===== config.mk =====
export PLATFORM = sky130hd
export DESIGN_NAME = seq101_tx_flat
export DESIGN_NICKNAME = d
export VERILOG_FILES = /design/src/rtl/seq101_pkg.sv /design/src/rtl/seq101_tx_if.sv /design/src/rtl/seq101_shifter.sv /design/src/rtl/seq101_tx.sv /design/src/flat_wrapper.sv
export SDC_FILE = /design/constraint.sdc
export NUM_CORES = 1
export LEC_CHECK = 0
export CAP_MARGIN = 20
export CORE_MARGIN = 3
export CORE_UTILIZATION = 54
export DETAILED_ROUTE_END_ITERATION = 6
export DONT_BUFFER_PORTS = 1
export PLACE_DENSITY = 0.72
export SYNTH_ARGS = -nofsm -noshare
export SYNTH_HDL_FRONTEND = slang
export SYNTH_SLANG_ARGS = --single-unit

===== constraint.sdc =====
create_clock -name clock -period 1.9 [get_ports clock]
set_input_delay 0.19 -clock clock [delete_from_list [all_inputs] [get_ports clock]]
set_output_delay 0.19 -clock clock [all_outputs]
set_load 0.02 [all_outputs]

===== src/rtl/seq101_pkg.sv =====
// Shared types and constants for the 101-sync serial frame transmitter.
package seq101_pkg;

    typedef enum logic [1:0] {
        IDLE = 2'd0,
        SYNC = 2'd1,
        DATA = 2'd2,
        GAP  = 2'd3
    } tx_state_t;

    localparam int                  SYNC_LEN     = 3;
    localparam logic [SYNC_LEN-1:0] SYNC_PATTERN = 3'b101;

    // Largest of three lengths; sizes the shared bit counter.
    function automatic int max3(input int a, input int b, input int c);
        int m;
        m = (a > b) ? a : b;
        return (m > c) ? m : c;
    endfunction

endpackage


===== src/rtl/seq101_tx_if.sv =====
// Load handshake between a word producer and the transmitter.
interface seq101_tx_if #(
    parameter int DATA_W = 8
);
    logic [DATA_W-1:0] data_in;
    logic              load;
    logic              ready;

    modport master (output data_in, output load, input ready);
    modport slave  (input data_in, input load, output ready);
endinterface


===== src/rtl/seq101_shifter.sv =====
// Parallel-load, left-shift payload register with zero fill.
module seq101_shifter #(
    parameter int DATA_W = 8
) (
    input  logic              clock,
    input  logic              reset_n,
    input  logic              load_i,
    input  logic              shift_i,
    input  logic [DATA_W-1:0] data_i,
    output logic              msb_o,
    output logic              next_msb_o
);
    logic [DATA_W-1:0] sreg_q;

    // Load wins over shift; the FSM never asserts both in the same cycle.
    always_ff @(posedge clock or negedge reset_n) begin
        if (!reset_n) begin
            sreg_q <= '0;
        end else if (load_i) begin
            sreg_q <= data_i;
        end else if (shift_i) begin
            sreg_q <= {sreg_q[DATA_W-2:0], 1'b0};
        end
    end

    // next_msb_o is the MSB after the pending shift, used to pre-register x_out.
    assign msb_o      = sreg_q[DATA_W-1];
    assign next_msb_o = sreg_q[DATA_W-2];

endmodule


===== src/rtl/seq101_tx.sv =====
// Frame transmitter: sync 1,0,1 then payload MSB first then idle zeros.
//
// state | meaning
// IDLE  | line held at 0, ready for a load
// SYNC  | sending the 3-bit 1,0,1 header
// DATA  | sending payload bits MSB first
// GAP   | idle zeros; last cycle pulses frame_done and may accept a load
module seq101_tx
    import seq101_pkg::*;
#(
    parameter int DATA_W   = 8,
    parameter int GAP_BITS = 2
) (
    input  logic        clock,
    input  logic        reset_n,
    seq101_tx_if.slave  tx,
    output logic        x_out,
    output logic        busy,
    output logic        frame_done
);
    localparam int CNT_W = $clog2(max3(SYNC_LEN, DATA_W, GAP_BITS));
    localparam logic [CNT_W-1:0] SYNC_LAST = CNT_W'(SYNC_LEN - 1);
    localparam logic [CNT_W-1:0] DATA_LAST = CNT_W'(DATA_W - 1);
    localparam logic [CNT_W-1:0] GAP_LAST  = CNT_W'(GAP_BITS - 1);

    tx_state_t           state_q, state_d;
    logic [CNT_W-1:0]    cnt_q, cnt_d;
    logic                x_q, x_d;
    logic                done_q, done_d;
    logic                sh_load, sh_shift, sh_msb, sh_next;
    logic [SYNC_LEN-1:0] sync_sh;

    seq101_shifter #(.DATA_W(DATA_W)) u_shifter (
        .clock      (clock),
        .reset_n    (reset_n),
        .load_i     (sh_load),
        .shift_i    (sh_shift),
        .data_i     (tx.data_in),
        .msb_o      (sh_msb),
        .next_msb_o (sh_next)
    );

    assign tx.ready   = (state_q == IDLE) || ((state_q == GAP) && (cnt_q == GAP_LAST));
    assign busy       = (state_q != IDLE);
    assign x_out      = x_q;
    assign frame_done = done_q;

    // State, counter and registered line outputs.
    always_ff @(posedge clock or negedge reset_n) begin
        if (!reset_n) begin
            state_q <= IDLE;
            cnt_q   <= '0;
            x_q     <= 1'b0;
            done_q  <= 1'b0;
        end else begin
            state_q <= state_d;
            cnt_q   <= cnt_d;
            x_q     <= x_d;
            done_q  <= done_d;
        end
    end

    // Next state and counter; outputs are derived from the next state so
    // x_out/frame_done line up with the cycle they describe.
    always_comb begin
        state_d  = state_q;
        cnt_d    = cnt_q;
        sh_load  = 1'b0;
        sh_shift = 1'b0;
        x_d      = 1'b0;
        done_d   = 1'b0;
        sync_sh  = '0;

        case (state_q)
            IDLE: begin
                if (tx.load) begin
                    state_d = SYNC;
                    cnt_d   = '0;
                    sh_load = 1'b1;
                end
            end
            SYNC: begin
                if (cnt_q == SYNC_LAST) begin
                    state_d = DATA;
                    cnt_d   = '0;
                end else begin
                    cnt_d = cnt_q + 1'b1;
                end
            end
            DATA: begin
                sh_shift = 1'b1;
                if (cnt_q == DATA_LAST) begin
                    state_d = GAP;
                    cnt_d   = '0;
                end else begin
                    cnt_d = cnt_q + 1'b1;
                end
            end
            GAP: begin
                if (cnt_q == GAP_LAST) begin
                    cnt_d = '0;
                    if (tx.load) begin
                        state_d = SYNC;
                        sh_load = 1'b1;
                    end else begin
                        state_d = IDLE;
                    end
                end else begin
                    cnt_d = cnt_q + 1'b1;
                end
            end
            default: begin
                state_d = IDLE;
                cnt_d   = '0;
            end
        endcase

        // Entering DATA from SYNC the register has not shifted yet; within
        // DATA the bit after this cycle's shift is the next one on the line.
        sync_sh = SYNC_PATTERN << cnt_d;
        case (state_d)
            SYNC:    x_d = sync_sh[SYNC_LEN-1];
            DATA:    x_d = (state_q == DATA) ? sh_next : sh_msb;
            default: x_d = 1'b0;
        endcase
        done_d = (state_d == GAP) && (cnt_d == GAP_LAST);
    end

endmodule


===== src/flat_wrapper.sv =====
// flat-port wrapper written by rule: the top's interface ports become plain ports
module seq101_tx_flat import seq101_pkg::*;
#(
    parameter int DATA_W   = 8,
    parameter int GAP_BITS = 2
)
  (clock, reset_n, x_out, busy, frame_done, tx_data_in, tx_load, tx_ready);
  seq101_tx_if #(.DATA_W(DATA_W)) tx_i ();
  input  logic clock;
  input  logic reset_n;
  output logic x_out;
  output logic busy;
  output logic frame_done;
  input wire logic [$bits(tx_i.data_in)-1:0] tx_data_in;
  input wire logic [$bits(tx_i.load)-1:0] tx_load;
  output wire logic [$bits(tx_i.ready)-1:0] tx_ready;
  assign tx_i.data_in = tx_data_in;
  assign tx_i.load = tx_load;
  assign tx_ready = tx_i.ready;
  seq101_tx #(.DATA_W(DATA_W), .GAP_BITS(GAP_BITS)) u_core (.clock(clock), .reset_n(reset_n), .tx(tx_i), .x_out(x_out), .busy(busy), .frame_done(frame_done));
endmodule

; After elaboration in Yosys (flattened, before gate mapping)
; Cells that the tools add are included.
; W data, S select, Z words.
[op_classes]
add_sub_neg = 1
eq_ne = 10
shift = 1
muxes = 19
n_reduce_logical = 6
[op_table]
columns = cell, count
row1 = $mux W8, 2
row2 = $mux W3, 4
row3 = $pmux W3 S4, 1
row4 = $eq A2 B2 Y1 const B, 4
row5 = $mux W2, 4
row6 = $pmux W2 S4, 1
row7 = $eq A3 B1 Y1 const B, 2
row8 = $mux W1, 5
row9 = $eq A2 B1 Y1 const B, 2
row10 = $pmux W1 S2, 2
row11 = $reduce_bool A2 Y1, 2
row12 = $add A3 B1 Y3 const B, 1
row13 = $eq A3 B2 Y1 const B, 1
row14 = $eq A3 B3 Y1 const B, 1
row15 = $shl A3 B3 Y3 const A, 1
row16 = $logic_and A1 B1 Y1, 2
row17 = $logic_not A2 Y1, 1
row18 = $logic_or A1 B1 Y1, 1
[word_totals]
reg_bits = 15
input_bits = 11
output_inout_bits = 4

; Depth between registers and ports, before layout
; Gate-level depths: netlist of the first run.
[logic_depth]
depth_word = 5
depth_mapped = 11
mapped_depth_nobuf = 10

; Hierarchy
; Synthesis of the first run repeated with hierarchy kept, for this count alone.
[hier_totals]
hier_cells = 97
hier_area_um2 = 972.2
[by_module_without_submodules]
columns = mod, instances, cells_each, area_per_inst_um2
row1 = seq101_tx, 1, 63, 603.1
row2 = seq101_shifter, 1, 34, 369.1

; Worst setup path after synthesis of the first run
; OpenSTA, ideal clock, no wires.
[synth_timing]
path_type = register to register
start = reg u_core.cnt_q[0]
end = reg u_core.done_q (netlist: u_core.frame_done)
arrival_ns = 1.715
required_ns = 1.779
path_slack_ns = 0.064
path_stages_with_launch = 9
n_path_buf = 0
cell_sequence = dfrtp_1 -> ha_1 -> ha_1 -> o21ai_0 -> inv_1 -> o21ai_0 -> o211ai_1 -> ha_1 -> and4b_1
[synth_via]
elab_chain_len = 5
elab_cells_between_ends = 16
cone_classes = add/sub (1) / eq/ne (5) / mux (9) / reduce/logical (1)
[synth_lines]
columns = item, line_no
row1 = "start, declared", seq101_tx.sv:27  ; logic [CNT_W-1:0] cnt_q, cnt_d;
row2 = "start signal, assigned", seq101_tx.sv:57  ; cnt_q <= cnt_d;
row3 = $eq A3 B1 Y1 (tied with other cells), seq101_tx.sv:100  ; if (cnt_q == GAP_LAST) begin
row4 = "$mux W2, on equally long branches", "seq101_tx.sv:100, seq101_tx.sv:83, seq101_tx.sv:92"
row5 = $pmux W2 S4 *, seq101_tx.sv:74  ; case (state_q)
row6 = named net u_core.state_d[0], seq101_tx.sv:26  ; tx_state_t state_q, state_d;
row7 = $eq A2 B2 Y1 *, seq101_tx.sv:126  ; done_d = (state_d == GAP) && (cnt_d == GAP_LAST);
row8 = $logic_and A1 B1 Y1 *, seq101_tx.sv:126
row9 = named net u_core.done_d, seq101_tx.sv:29  ; logic done_q, done_d;
row10 = "end signal, assigned", seq101_tx.sv:59  ; done_q <= done_d;
row11 = "end, declared", seq101_tx.sv:29
; Mark *: on every way through the listed nets, which the timed path passes. The rest lies on a longest branch.
; A chain may end at the register's enable or synchronous reset.

; Worst setup path in the final report of the first run
[layout_timing]
start = reg u_core.state_q[0]
end = reg u_core.done_q (netlist: u_core.frame_done)
[layout_via]
elab_chain_len = 4
elab_cells_between_ends = 13
cone_classes = eq/ne (5) / mux (6) / reduce/logical (2)
[layout_lines]
columns = item, line_no
row1 = "start, declared", seq101_tx.sv:26
row2 = "start signal, assigned", seq101_tx.sv:56  ; state_q <= state_d;
row3 = $eq A2 B2 Y1 (tied with other cells), seq101_tx.sv:74
row4 = $pmux W2 S4 *, seq101_tx.sv:74
row5 = named net u_core.state_d[0], seq101_tx.sv:26
row6 = $eq A2 B2 Y1 *, seq101_tx.sv:126
row7 = $logic_and A1 B1 Y1 *, seq101_tx.sv:126
row8 = named net u_core.done_d, seq101_tx.sv:29
; Marked as above.

==> key figures, run 1 <==
STA
  – Final Worst Setup Slack: -0.0521 ns
  – Fmax: 0.512 GHz
  – Slew margin rel.: 54.6%
  – Worst slew pin tran: 0.679 ns
  – Unrepaired setup endpoints after global routing: yes
  – Endpoints failing hold: 0
  – Final Cycle Share: 103%
  – Fin. max-slew vios: 0
  – Minimum clock period: 1.95 ns
  – Final setup viols: 2
  – Skew final: 0.00672 ns

Logic synthesis
  – Gate Count Post-Synth: 91
  – Syn_area_per_cell: 10.1 sq um
  – Syn Nets: 113
  – Syn. warnings: 0
  – Seq cells post-synth: 15
  – Synth Cell Area: 920 sq um
  – Yosys cell types: 30
  – Sequential area share after synthesis: 40.8%

CTS
  – Clk buf depth: 2
  – Number of clock sinks: 15
  – CTS Buf Count: 3
  – TritonCTS clock tree: done
  – H-tree depth: 1
  – Worst-Skew Late Latency: 0.28 ns
  – Worst-path clk slew: 0.09 ns
  – CTS root buffer: clkbuf_4

GRT
  – Gr ovfl total: 0
  – Largest net degree at the start of global routing: 16
  – First-pass GRT wire length: 3.03 mm
  – Vias in the first global route: 711
  – All-Layer GR Usage: 19.7%
  – Initial antenna violation count: 0

Floorplan
  – Core Footprint: 0.00156 sq mm
  – Die X-Extent: 47.3 um
  – Io pins: 15
  – Num rows: 14
  – Initial core utilization: 59.0%
  – Die Ht: 47.3 um
  – DIE AREA: 0.00223 sq mm

Final layout
  – Commonest non-fill, non-tap cell in the layout: buf_4
  – Fin area: 0.00118 sq mm
  – Most frequent cells in the layout: 15 x buf_4, 11 x dfrtp_1, 8 x nor2_1
  – Nets: 132
  – Area Overhead vs Synth: 28.6%
  – ANT cells: 0
  – Layout cell share with drive strength beyond 1: 43.1%
  – Final core utilization: 75.8%

Detailed routing
  – WL/cell: 16.4 um
  – Detailed Routing Iterations Pass 1: 4
  – Vias: 715
  – Initial drt markers: 8
  – Post-Route WL: 2.05 mm
  – Antenna Nets Post-Route: 0
  – DRC: 0
  – Via density: 5.72

Placed design
  – Cell Area, Placed: 0.00100 sq mm
  – HPWL Detailed: 1.48 mm
  – Buffers added on ports: 0
  – GP Congestion: 0.801

Outcome
  – Status: finished with violations
  – Violated checks: negative setup slack

Worst setup path
  – Reg2Reg Depth: 8
  – Setup slack, reg-to-reg: -0.05 ns
  – CP Max Fanout: 4
  – CP arrival: 2.12 ns
  – Crit path to: u_core.frame_done
  – CP required: 2.07 ns
  – Setup CP Type: flop to flop
  – FF-to-FF End: u_core.frame_done
  – Worst r2r src: u_core.state_q[0]
  – CP Capture Type: flop
  – Critical Path Start: u_core.state_q[0]
  – Startpoint Class: flop

Power and ir drop
  – Static Leakage: 0.000519 uW
  – Max rail drop VDD: 0.000963 V
  – Power density over cell area: 1740 mW/mm^2

Hold path
  – Hold Crit Class: primary input to flop

Job
  – Max_cap viols: 0
synthesized netlist by cell type, drive strengths merged:
| cell type | instances | area share, % |
|---|---|---|
| o22ai | 2 | 1.4 |
| nand3b | 2 | 2.0 |
| a21oi | 7 | 3.8 |
| mux2 | 2 | 2.4 |
| ha | 11 | 15 |
| a22o | 1 | 0.95 |
| a211o | 1 | 0.95 |
| nand4b | 1 | 0.95 |
| and3 | 1 | 1.2 |
| a32oi | 1 | 0.95 |
| nand4 | 1 | 0.68 |
| dfrtp | 15 | 41 |
| a21o | 1 | 0.95 |
| inv | 11 | 4.5 |
| o21ai | 5 | 3.5 |
| a31oi | 1 | 0.68 |
| nand2 | 3 | 1.5 |
| a22oi | 1 | 0.82 |
| and4b | 1 | 1.1 |
| o211ai | 1 | 0.82 |
| nand2b | 5 | 3.4 |
| nor2b | 1 | 0.68 |
| buf | 2 | 1.1 |
| mux2i | 6 | 6.5 |
| nor2 | 8 | 3.3 |
stage by stage:
stage               std cells  power (uW)  setup slack [ns]  hold slack [ns]  setup TNS, ns
global placement          115        1540           0.00141           -0.105              0
global route              125        2220            -0.136           0.0239         -0.262
detailed placement        115        1600           -0.0907           -0.105         -0.174
finish                    125        2050           -0.0521           0.0334        -0.0747
floorplan                  91        1260            0.0637           -0.106              0
CTS                       121        1870          -0.00630           0.0262       -0.00630
registers in the layout, indices dropped and copies added, names as in the netlist:
signal                   flops
u_core.cnt_q                 3
u_core.frame_done            1
u_core.state_q               2
u_core.u_shifter.sreg_q      8
u_core.x_out                 1
layer usage:
metal	vias to the layer above	routed length [um]	track usage, %
li1	351	-	-
met1	343	857	23.8
met2	19	1080	33.2
met3	2	94	3.83
met4	0	19	9.39
met5	-	0	0
kinds of logic after synthesis:
family	after synthesis	synth area share (%)
DFF	15	40.8
buffers and inverters	13	5.58
adders and majority gates	11	15.0
and+or+nand+nor	23	14.8
AOI/OAI and AO/OA	21	14.8
muxes	8	8.98
worst max-delay path, cell delays in order, from the launching register on:
cell,delay [ns]
dfrtp_2,0.47
ha_4,0.20
o21ai_2,0.17
and3_4,0.20
a21o_2,0.11
o211ai_1,0.16
buf_4,0.19
ha_2,0.16
and4b_1,0.19
power by group:
part / leakage, uW / switching [uW] / total (uW) / internal, uW
logic: 0.000325 / 644 / 1280 / 638
registers: 0.000176 / 130 / 591 / 461
clock network: 0.0000177 / 103 / 181 / 78.1
final cells by class:
cell class	count	area (sq um)
inverters	11	41.3
fillers	111	377
multi-input cells	63	591
clock inverters	1	5.00
repair buffers	16	123
clock buffers	3	22.5
well taps	16	20.0
flip-flops and latches	15	380
worst min-delay path by stage:
stage | from | endpoint | slack (ns) | cells after the start
after global placement | reset_n | u_core.u_shifter.sreg_q[0] | -0.10 | 0
after CTS | tx_data_in[0] | u_core.u_shifter.sreg_q[0] | 0.03 | 2
after global routing | tx_data_in[7] | u_core.u_shifter.sreg_q[7] | 0.02 | 1
after floorplan | reset_n | u_core.cnt_q[0] | -0.11 | 0
after detailed placement | reset_n | u_core.u_shifter.sreg_q[0] | -0.10 | 0
final | tx_data_in[0] | u_core.u_shifter.sreg_q[0] | 0.03 | 2
repair_timing:
item                                    CTS  global route
hold buffers                              1             0
pin swaps                                 5             7
endpoints found under the hold margin    15             0
endpoints found under the setup margin    2             2
resized for setup                        11            17
buffers inserted                          1             4
Note: power is estimated with default switching activity, not from simulation.
==> run 2: changes to the inputs <==
Settings changed: CORE_UTILIZATION 54 to 55, PLACE_DENSITY 0.72 to 0.7.
Clock period 1.9 ns to 2.2 ns, I/O delays scaled along.
==> key figures, run 2 (same netlist as run 1, synthesis figures left out) <==
STA
  – Skew final: 0.00853 ns (+0.00181 ns)
  – Final setup viols: 0 (-2)
  – Worst slew pin tran: 0.632 ns (-0.0466 ns)
  – Final Worst Setup Slack: 0.189 ns (+0.241 ns)
  – Minimum clock period: 2.01 ns (+0.0586 ns)
  – Fin. max-slew vios: 0 (unchanged)
  – Final Cycle Share: 91.4% (-11 points)
  – Unrepaired setup endpoints after global routing: no
  – Slew margin rel.: 57.7% (+3.1 points)
  – Endpoints failing hold: 0 (unchanged)
  – Hold WS: 0.0621 ns (+0.0287 ns)
  – Fmax: 0.497 GHz (-2.9%)
  – TNS Setup: 0 ns (+0.0747 ns)

Floorplan
  – DIE AREA: 0.00220 sq mm (-1.6%)
  – Die X-Extent: 46.9 um (-0.79%)
  – Io pins: 15 (unchanged)
  – Num rows: 14 (unchanged)
  – Die Ht: 46.9 um (-0.79%)
  – Core Footprint: 0.00154 sq mm (-1.1%)
  – Initial core utilization: 59.7% (+0.67 points)

CTS
  – Clk buf depth: 2 (unchanged)
  – Worst-path clk slew: 0.08 ns (about the same)
  – H-tree depth: 1 (unchanged)
  – TritonCTS clock tree: done
  – Worst-Skew Late Latency: 0.28 ns (about the same)
  – CTS root buffer: clkbuf_4
  – Number of clock sinks: 15 (unchanged)
  – CTS Buf Count: 3 (unchanged)

Final layout
  – Layout cell share with drive strength beyond 1: 14.3% (-29 points)
  – Commonest non-fill, non-tap cell in the layout: dfrtp_1
  – Area Overhead vs Synth: 8.30%
  – ANT cells: 0 (unchanged)
  – Biggest registers after layout: u_core.u_shifter.sreg_q (8), u_core.cnt_q (3), u_core.state_q (2)
  – Most frequent cells in the layout: 15 x dfrtp_1, 11 x ha_1, 10 x inv_1
  – Biggest register: u_core.u_shifter.sreg_q
  – Max reg flops: 8 (unchanged)
  – Nets: 121 (-8.3%)

Placed design
  – Buffers added on ports: 0 (unchanged)
  – GP Congestion: 0.787 (-1.8%)
  – Place WS: 0.189 ns (+0.280 ns)
  – HPWL Detailed: 1.32 mm (-11%)

Worst setup path
  – Setup CP Type: flop to flop
  – CP Capture Type: flop
  – CP required: 2.36 ns (+0.29 ns)
  – CP arrival: 2.17 ns (+0.05 ns)
  – CP Max Fanout: 6 (+2)
  – Startpoint Class: flop

Detailed routing
  – Initial drt markers: 8 (unchanged)
  – DRC: 0 (unchanged)
  – WL/cell: 14.4 um (-12%)
  – Detailed Routing Iterations Pass 1: 2 (-2)
  – Antenna Nets Post-Route: 0 (unchanged)
  – Post-Route WL: 1.64 mm (-20%)
  – Via density: 5.65 (-1.2%)
  – Vias: 644 (-9.9%)

GRT
  – Vias in the first global route: 637 (-10%)
  – Initial antenna violation count: 0 (unchanged)
  – All-Layer GR Usage: 18.1% (-1.6 points)
  – Largest net degree at the start of global routing: 16 (unchanged)
  – First-pass GRT wire length: 2.74 mm (-9.6%)
  – Gr ovfl total: 0 (unchanged)

Power and ir drop
  – Power density over cell area: 1440 mW/mm^2 (-17%)
  – Static Leakage: 0.000473 uW (-8.7%)
  – Max rail drop VDD: 0.000875 V (-9.1%)

Outcome
  – Status: finished, final reports clean

Hold path
  – Hold Crit Class: primary input to flop

Job
  – Max_cap viols: 0 (unchanged)
[run 2: cell count changes in the layout (fill, tap and decap cells not counted), moves of 4 or more]
cell	before	now
buf_4	15	4
dfrtp_1	11	15
dfrtp_2	4	0
ha_1	1	11
ha_2	5	0
ha_4	5	0
[run 2: worst max-delay path, stage by stage, from the launching register on]
cell,delay (ns)
dfrtp_1,0.44
inv_1,0.09
ha_1,0.25
inv_2,0.19
o21ai_2,0.11
o21ai_0,0.16
o211ai_1,0.19
ha_1,0.25
and4b_1,0.20
[run 2: cell type report]
type,instances,area (sq um)
Clock buffer,4,26.3
Tap cell,16,20.0
Multi-Input combinational cell,63,493
Inverter,11,41.3
Fill cell,149,546
Sequential cell,15,375
Timing Repair Buffer,5,40.0
[run 2: power by group]
part           leakage [uW]  internal, uW  switching (uW)
registers          0.000181           392            91.5
logic              0.000277           350             448
clock network     0.0000150          70.3            78.3
total              0.000473           813             618
[run 2: layer usage]
layer	routed length (um)	global-route usage, %
met1	752	24.4
met2	780	27.4
met3	93	4.60
met4	13	8.29
met5	0	0
[run 2: timing repair]
| action | in CTS | in global routing |
|---|---|---|
| hold endpoints to repair | 15 | 0 |
| endpoints found under the setup margin | 0 | 2 |
| hold buffers | 1 | 0 |
| setup buffers | 0 | 0 |
| gates resized for setup | 0 | 1 |
[run 2: per-stage QoR]
step	power [uW]	util, %	std cells	area (sq um)
after CTS	1450	64.6	114	996
after detailed placement	1280	62.3	109	960
after global placement	1260	62.3	109	960
after global routing	1570	64.6	114	996
after floorplan	1090	-	91	920
final	1430	64.6	114	996
[run 2: worst paths after layout]
path	start	end	slack, ns	cells past startpoint
max	u_core.state_q[1]	u_core.frame_done	0.19	8
min	tx_data_in[0]	u_core.u_shifter.sreg_q[0]	0.06	2
max reg2reg	u_core.state_q[1]	u_core.frame_done	0.19	8
min reg2reg	u_core.u_shifter.sreg_q[0]	u_core.u_shifter.sreg_q[0]	0.53	2
max in group asynchronous	reset_n	u_core.cnt_q[2]	1.39	1
min in group asynchronous	reset_n	u_core.u_shifter.sreg_q[0]	0.39	1
==> run 3: changes to the inputs <==
Settings changed: TNS_END_PERCENT from default to 20.
==> results of run 3 <==
Same layout as run 2: the final DEF is identical, and so are final timing and power.
